$ cat src/rtl/mdu_pkg.sv
// Shared definitions for the iterative multiply/divide unit.
// Op encodings, FSM states and iteration count.
package mdu_pkg;

    localparam int WIDTH = 32;
    localparam int ITER  = WIDTH;

    localparam logic [2:0] OP_MULT  = 3'd0;
    localparam logic [2:0] OP_MULTU = 3'd1;
    localparam logic [2:0] OP_DIV   = 3'd2;
    localparam logic [2:0] OP_DIVU  = 3'd3;
    localparam logic [2:0] OP_MTHI  = 3'd4;
    localparam logic [2:0] OP_MTLO  = 3'd5;

    typedef enum logic [1:0] {
        S_IDLE,
        S_RUN,
        S_FIX
    } state_t;

endpackage

$ cat src/rtl/mdu_negate.sv
// Conditional two's-complement negation.
// y = en ? -a : a, wrapping mod 2^W.
module mdu_negate #(
    parameter int W = 32
) (
    input  logic         en,
    input  logic [W-1:0] a,
    output logic [W-1:0] y
);

    // pass through or negate
    always_comb begin
        y = en ? (~a + {{(W-1){1'b0}}, 1'b1}) : a;
    end

endmodule

$ cat src/rtl/mult_div_unit.sv
// Iterative shift-add multiplier / restoring divider with HI/LO.
// Magnitudes iterate; signs are fixed up in a single FIX cycle.
module mult_div_unit
    import mdu_pkg::*;
#(
    parameter int WIDTH = 32
) (
    input  logic             clk,
    input  logic             rst,
    input  logic             start,
    input  logic [2:0]       op,
    input  logic [WIDTH-1:0] rs_data,
    input  logic [WIDTH-1:0] rt_data,
    output logic             busy,
    output logic             done,
    output logic             div_by_zero,
    output logic [WIDTH-1:0] hi,
    output logic [WIDTH-1:0] lo
);

    localparam int CW = $clog2(WIDTH);
    localparam logic [CW-1:0] LAST = CW'(WIDTH - 1);

    state_t             state_q, state_d;
    logic [CW-1:0]      cnt_q, cnt_d;
    logic [WIDTH-1:0]   m_q, m_d;
    logic [2*WIDTH-1:0] acc_q, acc_d;
    logic               is_mul_q, is_mul_d;
    logic               sa_q, sa_d;
    logic               sb_q, sb_d;
    logic               busy_q, busy_d;
    logic               done_q, done_d;
    logic               dbz_q, dbz_d;
    logic [WIDTH-1:0]   hi_q, hi_d;
    logic [WIDTH-1:0]   lo_q, lo_d;

    logic               accept;
    logic               op_signed;
    logic               op_mul;
    logic               op_div;
    logic               rt_zero;
    logic [WIDTH-1:0]   abs_a, abs_b;
    logic [2*WIDTH-1:0] prod_fix;
    logic [WIDTH-1:0]   quo_fix, rem_fix;
    logic [WIDTH:0]     mul_sum;
    logic [WIDTH:0]     rem_sh;
    logic [WIDTH:0]     diff;
    logic [2*WIDTH-1:0] mul_step, div_step;

    assign accept    = start & ~busy_q;
    assign op_signed = (op == OP_MULT) | (op == OP_DIV);
    assign op_mul    = (op == OP_MULT) | (op == OP_MULTU);
    assign op_div    = (op == OP_DIV) | (op == OP_DIVU);
    assign rt_zero   = (rt_data == '0);

    mdu_negate #(.W(WIDTH)) u_abs_a (
        .en (op_signed & rs_data[WIDTH-1]),
        .a  (rs_data),
        .y  (abs_a)
    );

    mdu_negate #(.W(WIDTH)) u_abs_b (
        .en (op_signed & rt_data[WIDTH-1]),
        .a  (rt_data),
        .y  (abs_b)
    );

    mdu_negate #(.W(2*WIDTH)) u_prod (
        .en (sa_q ^ sb_q),
        .a  (acc_q),
        .y  (prod_fix)
    );

    mdu_negate #(.W(WIDTH)) u_quo (
        .en (sa_q ^ sb_q),
        .a  (acc_q[WIDTH-1:0]),
        .y  (quo_fix)
    );

    mdu_negate #(.W(WIDTH)) u_rem (
        .en (sa_q),
        .a  (acc_q[2*WIDTH-1:WIDTH]),
        .y  (rem_fix)
    );

    // one iteration of shift-add multiply and restoring divide
    always_comb begin
        mul_sum  = {1'b0, acc_q[2*WIDTH-1:WIDTH]}
                 + (acc_q[0] ? {1'b0, m_q} : '0);
        mul_step = {mul_sum, acc_q[WIDTH-1:1]};
        rem_sh   = acc_q[2*WIDTH-1:WIDTH-1];
        diff     = rem_sh - {1'b0, m_q};
        if (!diff[WIDTH]) begin
            div_step = {diff[WIDTH-1:0], acc_q[WIDTH-2:0], 1'b1};
        end else begin
            div_step = {rem_sh[WIDTH-1:0], acc_q[WIDTH-2:0], 1'b0};
        end
    end

    // next-state logic: issue, iterate, sign-fix and commit
    always_comb begin
        state_d  = state_q;
        cnt_d    = cnt_q;
        m_d      = m_q;
        acc_d    = acc_q;
        is_mul_d = is_mul_q;
        sa_d     = sa_q;
        sb_d     = sb_q;
        busy_d   = busy_q;
        done_d   = 1'b0;
        dbz_d    = dbz_q;
        hi_d     = hi_q;
        lo_d     = lo_q;
        unique case (state_q)
            S_IDLE: begin
                if (accept && (op_mul || op_div)) begin
                    busy_d   = 1'b1;
                    cnt_d    = '0;
                    is_mul_d = op_mul;
                    sa_d     = op_signed & rs_data[WIDTH-1];
                    sb_d     = op_signed & rt_data[WIDTH-1];
                    dbz_d    = op_div & rt_zero;
                    if (op_mul) begin
                        m_d     = abs_a;
                        acc_d   = {{WIDTH{1'b0}}, abs_b};
                        state_d = S_RUN;
                    end else if (rt_zero) begin
                        // divide by zero keeps raw rs for HI
                        m_d     = rs_data;
                        state_d = S_FIX;
                    end else begin
                        m_d     = abs_b;
                        acc_d   = {{WIDTH{1'b0}}, abs_a};
                        state_d = S_RUN;
                    end
                end else if (accept && op == OP_MTHI) begin
                    hi_d = rs_data;
                end else if (accept && op == OP_MTLO) begin
                    lo_d = rs_data;
                end
            end
            S_RUN: begin
                acc_d = is_mul_q ? mul_step : div_step;
                cnt_d = cnt_q + 1'b1;
                if (cnt_q == LAST) begin
                    state_d = S_FIX;
                end
            end
            S_FIX: begin
                if (dbz_q) begin
                    hi_d = m_q;
                    lo_d = '1;
                end else if (is_mul_q) begin
                    hi_d = prod_fix[2*WIDTH-1:WIDTH];
                    lo_d = prod_fix[WIDTH-1:0];
                end else begin
                    hi_d = rem_fix;
                    lo_d = quo_fix;
                end
                busy_d  = 1'b0;
                done_d  = 1'b1;
                state_d = S_IDLE;
            end
            default: begin
                state_d = S_IDLE;
                busy_d  = 1'b0;
            end
        endcase
    end

    // state registers with synchronous active-low reset
    always_ff @(posedge clk) begin
        if (!rst) begin
            state_q  <= S_IDLE;
            cnt_q    <= '0;
            m_q      <= '0;
            acc_q    <= '0;
            is_mul_q <= 1'b0;
            sa_q     <= 1'b0;
            sb_q     <= 1'b0;
            busy_q   <= 1'b0;
            done_q   <= 1'b0;
            dbz_q    <= 1'b0;
            hi_q     <= '0;
            lo_q     <= '0;
        end else begin
            state_q  <= state_d;
            cnt_q    <= cnt_d;
            m_q      <= m_d;
            acc_q    <= acc_d;
            is_mul_q <= is_mul_d;
            sa_q     <= sa_d;
            sb_q     <= sb_d;
            busy_q   <= busy_d;
            done_q   <= done_d;
            dbz_q    <= dbz_d;
            hi_q     <= hi_d;
            lo_q     <= lo_d;
        end
    end

    assign busy        = busy_q;
    assign done        = done_q;
    assign div_by_zero = dbz_q;
    assign hi          = hi_q;
    assign lo          = lo_q;

endmodule

$ cat config.mk
export PLATFORM = sky130hd
export DESIGN_NAME = mult_div_unit
export DESIGN_NICKNAME = d
export VERILOG_FILES = /design/src/rtl/mdu_pkg.sv /design/src/rtl/mdu_negate.sv /design/src/rtl/mult_div_unit.sv
export SDC_FILE = /design/constraint.sdc
export NUM_CORES = 1
export LEC_CHECK = 0
export BUFFER_PORTS_ARGS = -buffer_cell sky130_fd_sc_hd__buf_2
export CORE_MARGIN = 8
export CORE_UTILIZATION = 30
export DETAILED_ROUTE_END_ITERATION = 6
export HOLD_SLACK_MARGIN = 0.02
export SYNTH_ARGS = -nofsm -noshare
export SYNTH_HDL_FRONTEND = slang
export SYNTH_HIERARCHICAL = 1
export SYNTH_SLANG_ARGS = --single-unit
$ cat constraint.sdc
create_clock -name clk -period 3.8 [get_ports clk]
set_input_delay 0.38 -clock clk [delete_from_list [all_inputs] [get_ports clk]]
set_output_delay 0.38 -clock clk [all_outputs]
set_load 0.02 [all_outputs]
Word level (Yosys, flattened, before mapping)
Cells that the tools add are included.
Storage, ports and cells
  register bits after elaboration: 173
  latch bits: 0
  memory bits (writable): 0
  bits in read-only memories: 0
  input port bits: 70
  memories kept: 0
Cells by class
  add/sub/neg operators: 8
  $mul: 0
  div/mod/pow operators: 0
  order comparisons: 0
  equal/unequal tests: 15
  shift operators: 0
  multiplexer cells: 35
  bitwise logic cells: 15
  reductions and logical operators: 16
Operators by type and width (count)
  32-bit 2-to-1 mux: 16
  64-bit 2-to-1 mux: 6
  32-bit by 1-bit adder with 32-bit output, second input constant: 4
  32-bit inverter: 4
  32-bit one-hot mux with 2 select lines: 2
  64-bit one-hot mux with 2 select lines: 1
  64-bit by 1-bit adder with 64-bit output, second input constant: 1
  64-bit inverter: 1
  32-bit by 32-bit adder with 33-bit output: 1
  33-bit by 32-bit subtractor with 33-bit output: 1
  32-bit logical NOT: 1
  2-bit != test, second input constant: 6
  5-bit one-hot mux with 2 select lines: 1
  2-bit 2-to-1 mux: 4
  2-bit AND reduction: 4
  3-bit by 2-bit equality test with 1-bit output, second input constant: 2
  3-bit equality test, second input constant: 2
  3-bit AND reduction: 2
  5-bit by 1-bit adder with 5-bit output, second input constant: 1
  5-bit equality test, second input constant: 1
  5-bit 2-to-1 mux: 1
  1-bit bitwise AND: 4
  2-bit one-hot mux with 2 select lines: 1
  4-bit AND reduction: 1
  14 further kinds: 21

Logic depth before layout (Yosys ltp)
Gate-level depths: netlist (run 1).
  depth in word-level cells: 8
  depth in mapped cells: 14
  gate-level depth less buffers: 13

Cells and area by module
The synthesis (run 1) kept the hierarchy.
By module, submodules not included
  mult_div_unit: instances 1, cells an instance 1785, area each 13344.0 um^2, seq. area each 3463.3 um^2
  mdu_negate at u_abs_a ...: instances 4, cells an instance 99, area each 777.0 um^2, seq. area each 0.0 um^2
  mdu_negate at u_prod: instances 1, cells an instance 206, area each 1649.1 um^2, seq. area each 0.0 um^2

Least setup slack after synthesis (run 1)
No wires, ideal clock.
  kind: reg2reg
  start: reg acc_q[0]
  end: reg acc_q[61]
  data arrival time: 3.119 ns
  path slack: 0.612 ns
  stages on the path, launching flop included: 14
  path buffers: 0
  cell sequence: dfxtp_1 -> and2_1 -> ha_1 -> inv_1 -> fa_1 -> nand2b_1 -> a211oi_1 -> nor2_1 -> o221ai_2 -> a31oi_1 -> o41a_1 -> xor2_1 -> a221o_1 -> o21ai_1
On the way
  word-level cells in the longest chain between the ends: 4
Ends and longest elaborated chain
  start: declaration: line mult_div_unit.sv:27  | logic [2*WIDTH-1:0] acc_q, acc_d;
  start signal: assignment: line mult_div_unit.sv:177  | acc_q <= '0;
  start signal: assignment: line mult_div_unit.sv:190  | acc_q <= acc_d;
  32-bit 2-to-1 mux: line mult_div_unit.sv:89  | + (acc_q[0] ? {1'b0, m_q} : '0);
  32-bit by 32-bit adder with 33-bit output: line mult_div_unit.sv:89
  64-bit 2-to-1 mux: line mult_div_unit.sv:143  | acc_d = is_mul_q ? mul_step : div_step;
  64-bit one-hot mux with 2 select lines: line mult_div_unit.sv:114  | unique case (state_q)
Every way passes these cells.
A chain may end at the register's enable or synchronous reset.

Worst setup path in the final report (run 1)
Same ends and word-level chain as after synthesis.

==> results of run 1 <==
## how the worst min path moves through the flow
stage | from | end | slack, ns | cells after the start
global placement | lo[9] | lo[9] | 0.44 | 2
CTS | rst | state_q[1] | 0.30 | 3
detailed placement | lo[16] | lo[16] | 0.44 | 2
global route | rst | cnt_q[3] | 0.31 | 3
floorplan | cnt_q[3] | cnt_q[3] | 0.42 | 1
finish | rst | state_q[1] | 0.33 | 3
## cells in the mapped netlist (all sizes together) (19+ instances only)
cell type	count
xor2	21
nor2b	73
a21oi	222
o221ai	38
or3	22
buf	47
nor3	24
a311oi	33
mux2	32
ha	71
o31ai	65
nand2b	26
dfxtp	173
nor2	214
a21o	26
nor4	39
o21ai	106
nand2	227
nand3	35
mux2i	44
inv	65
clkbuf	124
nand4	19
o41ai	51
xnor2	218
a211oi	166
and2	37
## worst register-to-register path: stages (launching register included)
cell and delay, ns:
dfxtp_1 0.40, and2_1 0.15, ha_1 0.24, inv_1 0.09
fa_1 0.40, nand2b_1 0.20, a211oi_1 0.29, nor2_1 0.15
o221ai_2 0.28, a31oi_1 0.22, o41a_1 0.45, xor2_1 0.15
a221o_1 0.34, o21ai_1 0.12
## power by group through the flow
| stage | logic, W | clock network [W] | registers (W) |
|---|---|---|---|
| after detailed placement | 0.00523 | 0 | 0.00217 |
| after CTS | 0.00527 | 0.00183 | 0.00213 |
| after global placement | 0.00523 | 0 | 0.00217 |
| after global routing | 0.00595 | 0.00190 | 0.00215 |
| final | 0.00547 | 0.00180 | 0.00213 |
| after floorplan | 0.00370 | 0 | 0.00225 |
## layer usage
| metal | global-route usage [%] | routed length [um] |
|---|---|---|
| met1 | 28.72 | 32560 |
| met2 | 28.27 | 28720 |
| met3 | 3.638 | 6007 |
| met4 | 3.184 | 860 |
| met5 | 0 | 0 |
## sequential cells by signal, summed over array words and instances (netlist names)
name and count:
lo 32, hi 32, cnt_q 5, state_q 2, sb_q 1, sa_q 1, div_by_zero 1, busy 1
acc_q 64, done 1, m_q 32, is_mul_q 1
## area by class of cell
cell class / count / area, um2 / share of cell area, %
diodes: 1 / 2.502 / 0.01215
clock buffers: 21 / 460.4 / 2.236
clock inverters: 11 / 110.1 / 0.5346
inverters: 66 / 250.2 / 1.215
multi-input cells: 1977 / 13770 / 66.85
flip-flops and latches: 173 / 3468 / 16.84
well taps: 782 / 978.4 / 4.751
repair buffers: 241 / 1556 / 7.558
## timing repair
action                                  CTS  global route
endpoints found under the setup margin    0            12
buffers inserted                          0             5
hold endpoints to repair                  0             0
gates resized for setup                   0             0
## through the flow
step	utilization [%]	instances	total power, W	cell area (um2)
2_1_floorplan	-	2387	0.005950	18100
3_3_place_gp	33.30	3234	0.007400	19980
3_5_place_dp	33.30	3234	0.007401	19980
4_1_cts	34.25	3266	0.009230	20550
5_1_grt	34.31	3271	0.01001	20590
6_report	34.31	3272	0.009411	20590
## logic make-up after synthesis
logic type | synth area share (%)
compound gates | 31.14
simple gates | 23.37
xor+xnor | 11.56
buf+inv | 5.240
flops | 19.13
mux | 4.424
fa+ha+maj | 5.129
==> flow_metrics.py, run 1 <==
metrics = {
    "yosys": {
        "yosys.area.top_type": "dfxtp_1",
        "yosys_register_bits": 173,
        "synth_cell_type_count": 90,
        "async_flop_share_pct": 0,
        "synth_top_area_share_pct": 19.13,
        "syn_area_mm2": 0.01810,
        "synth_flop_cell": "dfxtp_1",
        "seq_area_frac_synth_pct": 19.13,
        "synthTopCellsByArea": "dfxtp_1 (19%), xnor2_1 (11%), a211oi_1 (6.9%)",
        "ys_warn_count": 6,
        "synth_edf_count": 0,
        "synth_nets": 2530,
        "avgSynthCellArea_um2": 7.583,
        "netlist_instances": 2387,
    },
    "routing": {
        "viasPerCell": 5.710,
        "avgRoutedWirePerCell_um": 20.83,
        "drtIter0Drc": 1887,
        "wirelength_mm": 68.14,
        "drc": 0,
        "dr.pass1.iters": 5,
        "ant_nets": 0,
        "vias": 18680,
    },
    "cts": {
        "insertion_delay_ns": 0.46,
        "cts-root-buf": "clkbuf_16",
        "ctsHoldBuffers": 0,
        "cts.sink_count": 173,
        "cts_buffer_depth": 2,
        "h-tree-depth": 4,
        "clk_pin_slew_ns": 0.08,
        "cts_tree": "done",
        "numCtsBuffers": 17,
    },
    "timing": {
        "relSlewSlack_pct": 28.49,
        "finalSetupTns_ns": 0,
        "fmax_ghz": 0.2827,
        "rsz0062_at_grt": "no",
        "holdWs_ns": 0.3331,
        "finalWorstSetupSlack_ns": 0.2623,
        "drv_slew": 0,
        "period_minus_slack_ns": 3.538,
        "fin_crit_sh_pct": 93.10,
        "hold_viol": 0,
        "worst_pin_slew_ns": 1.061,
        "fin_worst_skew_ns": 0.01213,
        "setup_violations": 0,
    },
    "setup_path": {
        "max_stage_delay_ns": 0.45,
        "ff2ff_path_depth": 13,
        "worst-path-max-fanout": 3,
        "critPathSlowestCell": "o41a_1",
        "endpoint": "acc_q[61]",
        "cpLargestDelayFamily": "compound AO/OA/AOI/OAI gates",
        "r2r-end": "acc_q[61]",
        "r2r-start": "acc_q[0]",
        "worstPathArrival_ns": 3.94,
        "crit_path_end_kind": "register",
        "worst-path-buf-inv": 1,
        "worstSetupStartpoint": "acc_q[0]",
        "cp_cell_sequence": "and2_1 > ha_1 > inv_1 > fa_1 > nand2b_1 > a211oi_1 > nor2_1 > o221ai_2 > a31oi_1 > o41a_1 > xor2_1 > a221o_1 > o21ai_1",
        "cp.depth": 13,
        "r2r_slack_ns": 0.26,
        "crit_required_ns": 4.20,
        "crit_type": "register to register",
        "critPathLaunchType": "register",
    },
    "place": {
        "pre_cts_ws_ns": 0.1821,
        "hpwl_mm": 52.12,
        "port_buffers": 136,
        "place_congestion": 0.9554,
    },
    "finish": {
        "drive_gt1_share_pct": 16.51,
        "layout_common_cells": "nand2_1 (224), a21oi_1 (222), xnor2_1 (218)",
        "layout.nets": 2619,
        "area_delta_synth_final_pct": 13.78,
        "final_common_cell": "nand2_1",
        "nFillCells": 6499,
    },
    "grt": {
        "grt_pass1_vias": 16690,
        "grt_pass1_wl_mm": 103.4,
        "grtUsageTotal_pct": 19.15,
        "grt_max_degree": 78,
        "antenna_found_initial": 1,
        "grt_overflow_total": 0,
    },
    "floorplan": {
        "pin_count": 137,
        "fp-row-count": 90,
        "dieHeight_um": 261.6,
        "chipWidth_um": 261.6,
        "initial_core_util_pct": 30.16,
        "coreArea_mm2": 0.06002,
        "die_area_mm2": 0.06845,
    },
    "pwr": {
        "p_per_area_mw_per_mm2": 457.0,
        "p_sw_w": 0.004333,
        "max-vdd-ir-drop_mv": 0.3548,
        "p_leak_nw": 7.775,
        "power_frac_seq_pct": 22.7,
        "swShare_pct": 46.04,
        "clockPowerShare_pct": 19.2,
        "comb_power_share_pct": 58.2,
        "internal-power_w": 0.005078,
    },
    "run_status": {
        "status": "finished, final reports clean",
    },
    "job": {
        "drv_cap": 0,
    },
    "hold_path": {
        "hold_path.class": "primary input to register",
    },
}
No activity file was read; power rests on OpenSTA's default activity.
==> run 2, diff against run 1 <==
--- a/config.mk
+++ b/config.mk
@@ -10,6 +10,7 @@
 export CORE_UTILIZATION = 30
 export DETAILED_ROUTE_END_ITERATION = 6
 export HOLD_SLACK_MARGIN = 0.02
+export SETUP_SLACK_MARGIN = 0.3
 export SYNTH_ARGS = -nofsm -noshare
 export SYNTH_HDL_FRONTEND = slang
 export SYNTH_HIERARCHICAL = 1
==> run 2 against run 1 <==
Final area increased by 0.42%. Maximum frequency is 5.1% higher. First-iteration DRC count rose by 5.2%. Highest routed layer unchanged. Critical path depth rose by 2. Largest power group unchanged.
==> flow_metrics.py, run 2 (synthesized netlist as in run 1, its figures left out) <==
metrics = {
    "run_status": {
        "status": "finished, final reports clean",
    },
    "timing": {
        "period_minus_slack_ns": 3.366,
        "drv_slew": 0,
        "finalSetupTns_ns": 0,
        "worst_pin_slew_ns": 1.051,
        "finalWorstSetupSlack_ns": 0.4341,
        "rsz0062_at_grt": "yes",
        "relSlewSlack_pct": 29.21,
        "fmax_ghz": 0.2971,
        "fin_crit_sh_pct": 88.58,
        "fin_worst_skew_ns": 0.01326,
        "setup_violations": 0,
        "hold_viol": 0,
    },
    "hold_path": {
        "min_path_cells": 3,
        "hold_end": "state_q[1]",
        "hold_path.class": "primary input to register",
        "hold_start": "rst",
    },
    "finish": {
        "top_register": "acc_q",
        "nFillCells": 6496,
        "layout.nets": 2621,
        "area_delta_synth_final_pct": 14.25,
        "layout_common_cells": "nand2_1 (224), a21oi_1 (219), xnor2_1 (218)",
        "drive_gt1_share_pct": 16.98,
        "final_common_cell": "nand2_1",
        "largest_register_ff_count": 64,
    },
    "floorplan": {
        "initial_core_util_pct": 30.16,
        "coreArea_mm2": 0.06002,
        "pin_count": 137,
        "dieHeight_um": 261.6,
        "die_area_mm2": 0.06845,
        "fp-row-count": 90,
        "chipWidth_um": 261.6,
    },
    "pwr": {
        "comb_power_share_pct": 58.7,
        "p_per_area_mw_per_mm2": 461.6,
        "power_frac_seq_pct": 22.4,
        "p_sw_w": 0.004402,
        "p_leak_nw": 7.801,
        "max-vdd-ir-drop_mv": 0.3627,
        "clockPowerShare_pct": 19.0,
        "swShare_pct": 46.11,
        "internal-power_w": 0.005145,
    },
    "setup_path": {
        "worstPathArrival_ns": 3.69,
        "critPathLaunchType": "register",
        "ff2ff_path_depth": 15,
        "crit_path_end_kind": "register",
        "crit_required_ns": 4.13,
        "r2r-end": "acc_q[60]",
        "crit_type": "register to register",
        "worst-path-max-fanout": 42,
        "r2r-start": "acc_q[0]",
        "r2r_slack_ns": 0.43,
    },
    "routing": {
        "viasPerCell": 5.746,
        "dr.pass1.iters": 5,
        "ant_nets": 0,
        "vias": 18810,
        "wirelength_mm": 68.67,
        "drtIter0Drc": 1986,
        "avgRoutedWirePerCell_um": 20.97,
        "drc": 0,
    },
    "cts": {
        "cts.sink_count": 173,
        "h-tree-depth": 4,
        "cts_tree": "done",
        "cts-root-buf": "clkbuf_16",
        "clk_pin_slew_ns": 0.08,
        "cts_buffer_depth": 2,
        "insertion_delay_ns": 0.47,
        "numCtsBuffers": 17,
    },
    "grt": {
        "grt_pass1_vias": 16710,
        "use_met2_pct": 28.30,
        "grt-busiest-layer": "met1",
        "grt_pass1_wl_mm": 103.5,
        "grtUsageTotal_pct": 19.16,
        "antenna_found_initial": 1,
        "grt_max_degree": 78,
        "grt_overflow_total": 0,
        "use_met1_pct": 28.74,
        "grt_use_met3_pct": 3.638,
    },
    "place": {
        "hpwl_mm": 52.12,
        "pre_cts_ws_ns": 0.1821,
        "port_buffers": 136,
        "place_congestion": 0.9554,
    },
    "job": {
        "drv_cap": 0,
    },
}
==> run 2: cell types whose count changed in the layout (fill, tap and decap cells not counted), sizes merged <==
cell / before / now
buf: 241 / 242
clkbuf: 21 / 22
==> run 2: worst max-delay path by stage <==
stage / start / end / cells after the start
finish: acc_q[0] / acc_q[60] / 15
global route: acc_q[0] / acc_q[60] / 15
CTS: acc_q[0] / acc_q[61] / 13
detailed placement: acc_q[31] / acc_q[33] / 13
global placement: acc_q[31] / acc_q[52] / 12
floorplan: acc_q[0] / acc_q[61] / 13
==> run 2: power groups by stage <==
| stage | Clock (W) | Combinational, W | Sequential (W) |
|---|---|---|---|
| floorplan | 0 | 0.00370 | 0.00225 |
| CTS | 0.00183 | 0.00534 | 0.00213 |
| finish | 0.00181 | 0.00560 | 0.00213 |
| global route | 0.00190 | 0.00608 | 0.00215 |
| global placement | 0 | 0.00523 | 0.00217 |
| detailed placement | 0 | 0.00523 | 0.00217 |
==> run 2: repair_timing <==
action                     in CTS  in global routing
setup endpoints to repair      26                 26
gates resized for setup         0                 10
buffers inserted                3                  3
pin swaps                       0                  2
cloned                          0                  1
hold buffers                    0                  0
==> run 2: per-stage QoR <==
step                std cells  hold slack, ns  instance area, um2  utilization [%]  total power, W
floorplan                2387          0.4225               18100                -        0.005950
global placement         3234          0.4402               19980            33.30        0.007400
detailed placement       3234          0.4437               19980            33.30        0.007401
CTS                      3269          0.3003               20580            34.28        0.009301
global route             3273          0.3057               20680            34.45         0.01014
finish                   3274          0.3282               20680            34.46        0.009547
==> run 2: per-layer routing <==
layer	vias up	routed length [um]
met5	-	0
met4	0	816
met3	55	6197
met2	761	29090
met1	8982	32570
li1	9015	-
==> run 2: layout make-up <==
| class | count | area (um2) | area share (%) |
|---|---|---|---|
| antenna | 1 | 2.502 | 0.01210 |
| clock buffer | 21 | 460.4 | 2.226 |
| clock inverter | 11 | 110.1 | 0.5324 |
| inverter | 66 | 250.2 | 1.210 |
| multi-input combinational | 1977 | 13810 | 66.77 |
| sequential | 173 | 3470 | 16.78 |
| tap | 782 | 978.4 | 4.731 |
| timing repair buffer | 243 | 1602 | 7.744 |
==> run 2: critical path, cell delays in order (launching register included) <==
cell and delay, ns:
dfxtp_1 0.40, buf_12 0.23, nand2_1 0.14, inv_1 0.08
ha_1 0.24, a211oi_2 0.27, o21bai_1 0.15, o21ai_0 0.19
buf_4 0.17, o41ai_1 0.07, buf_4 0.15, o31a_1 0.41
a311oi_1 0.30, o21bai_1 0.11, xnor2_1 0.16, o221ai_1 0.13
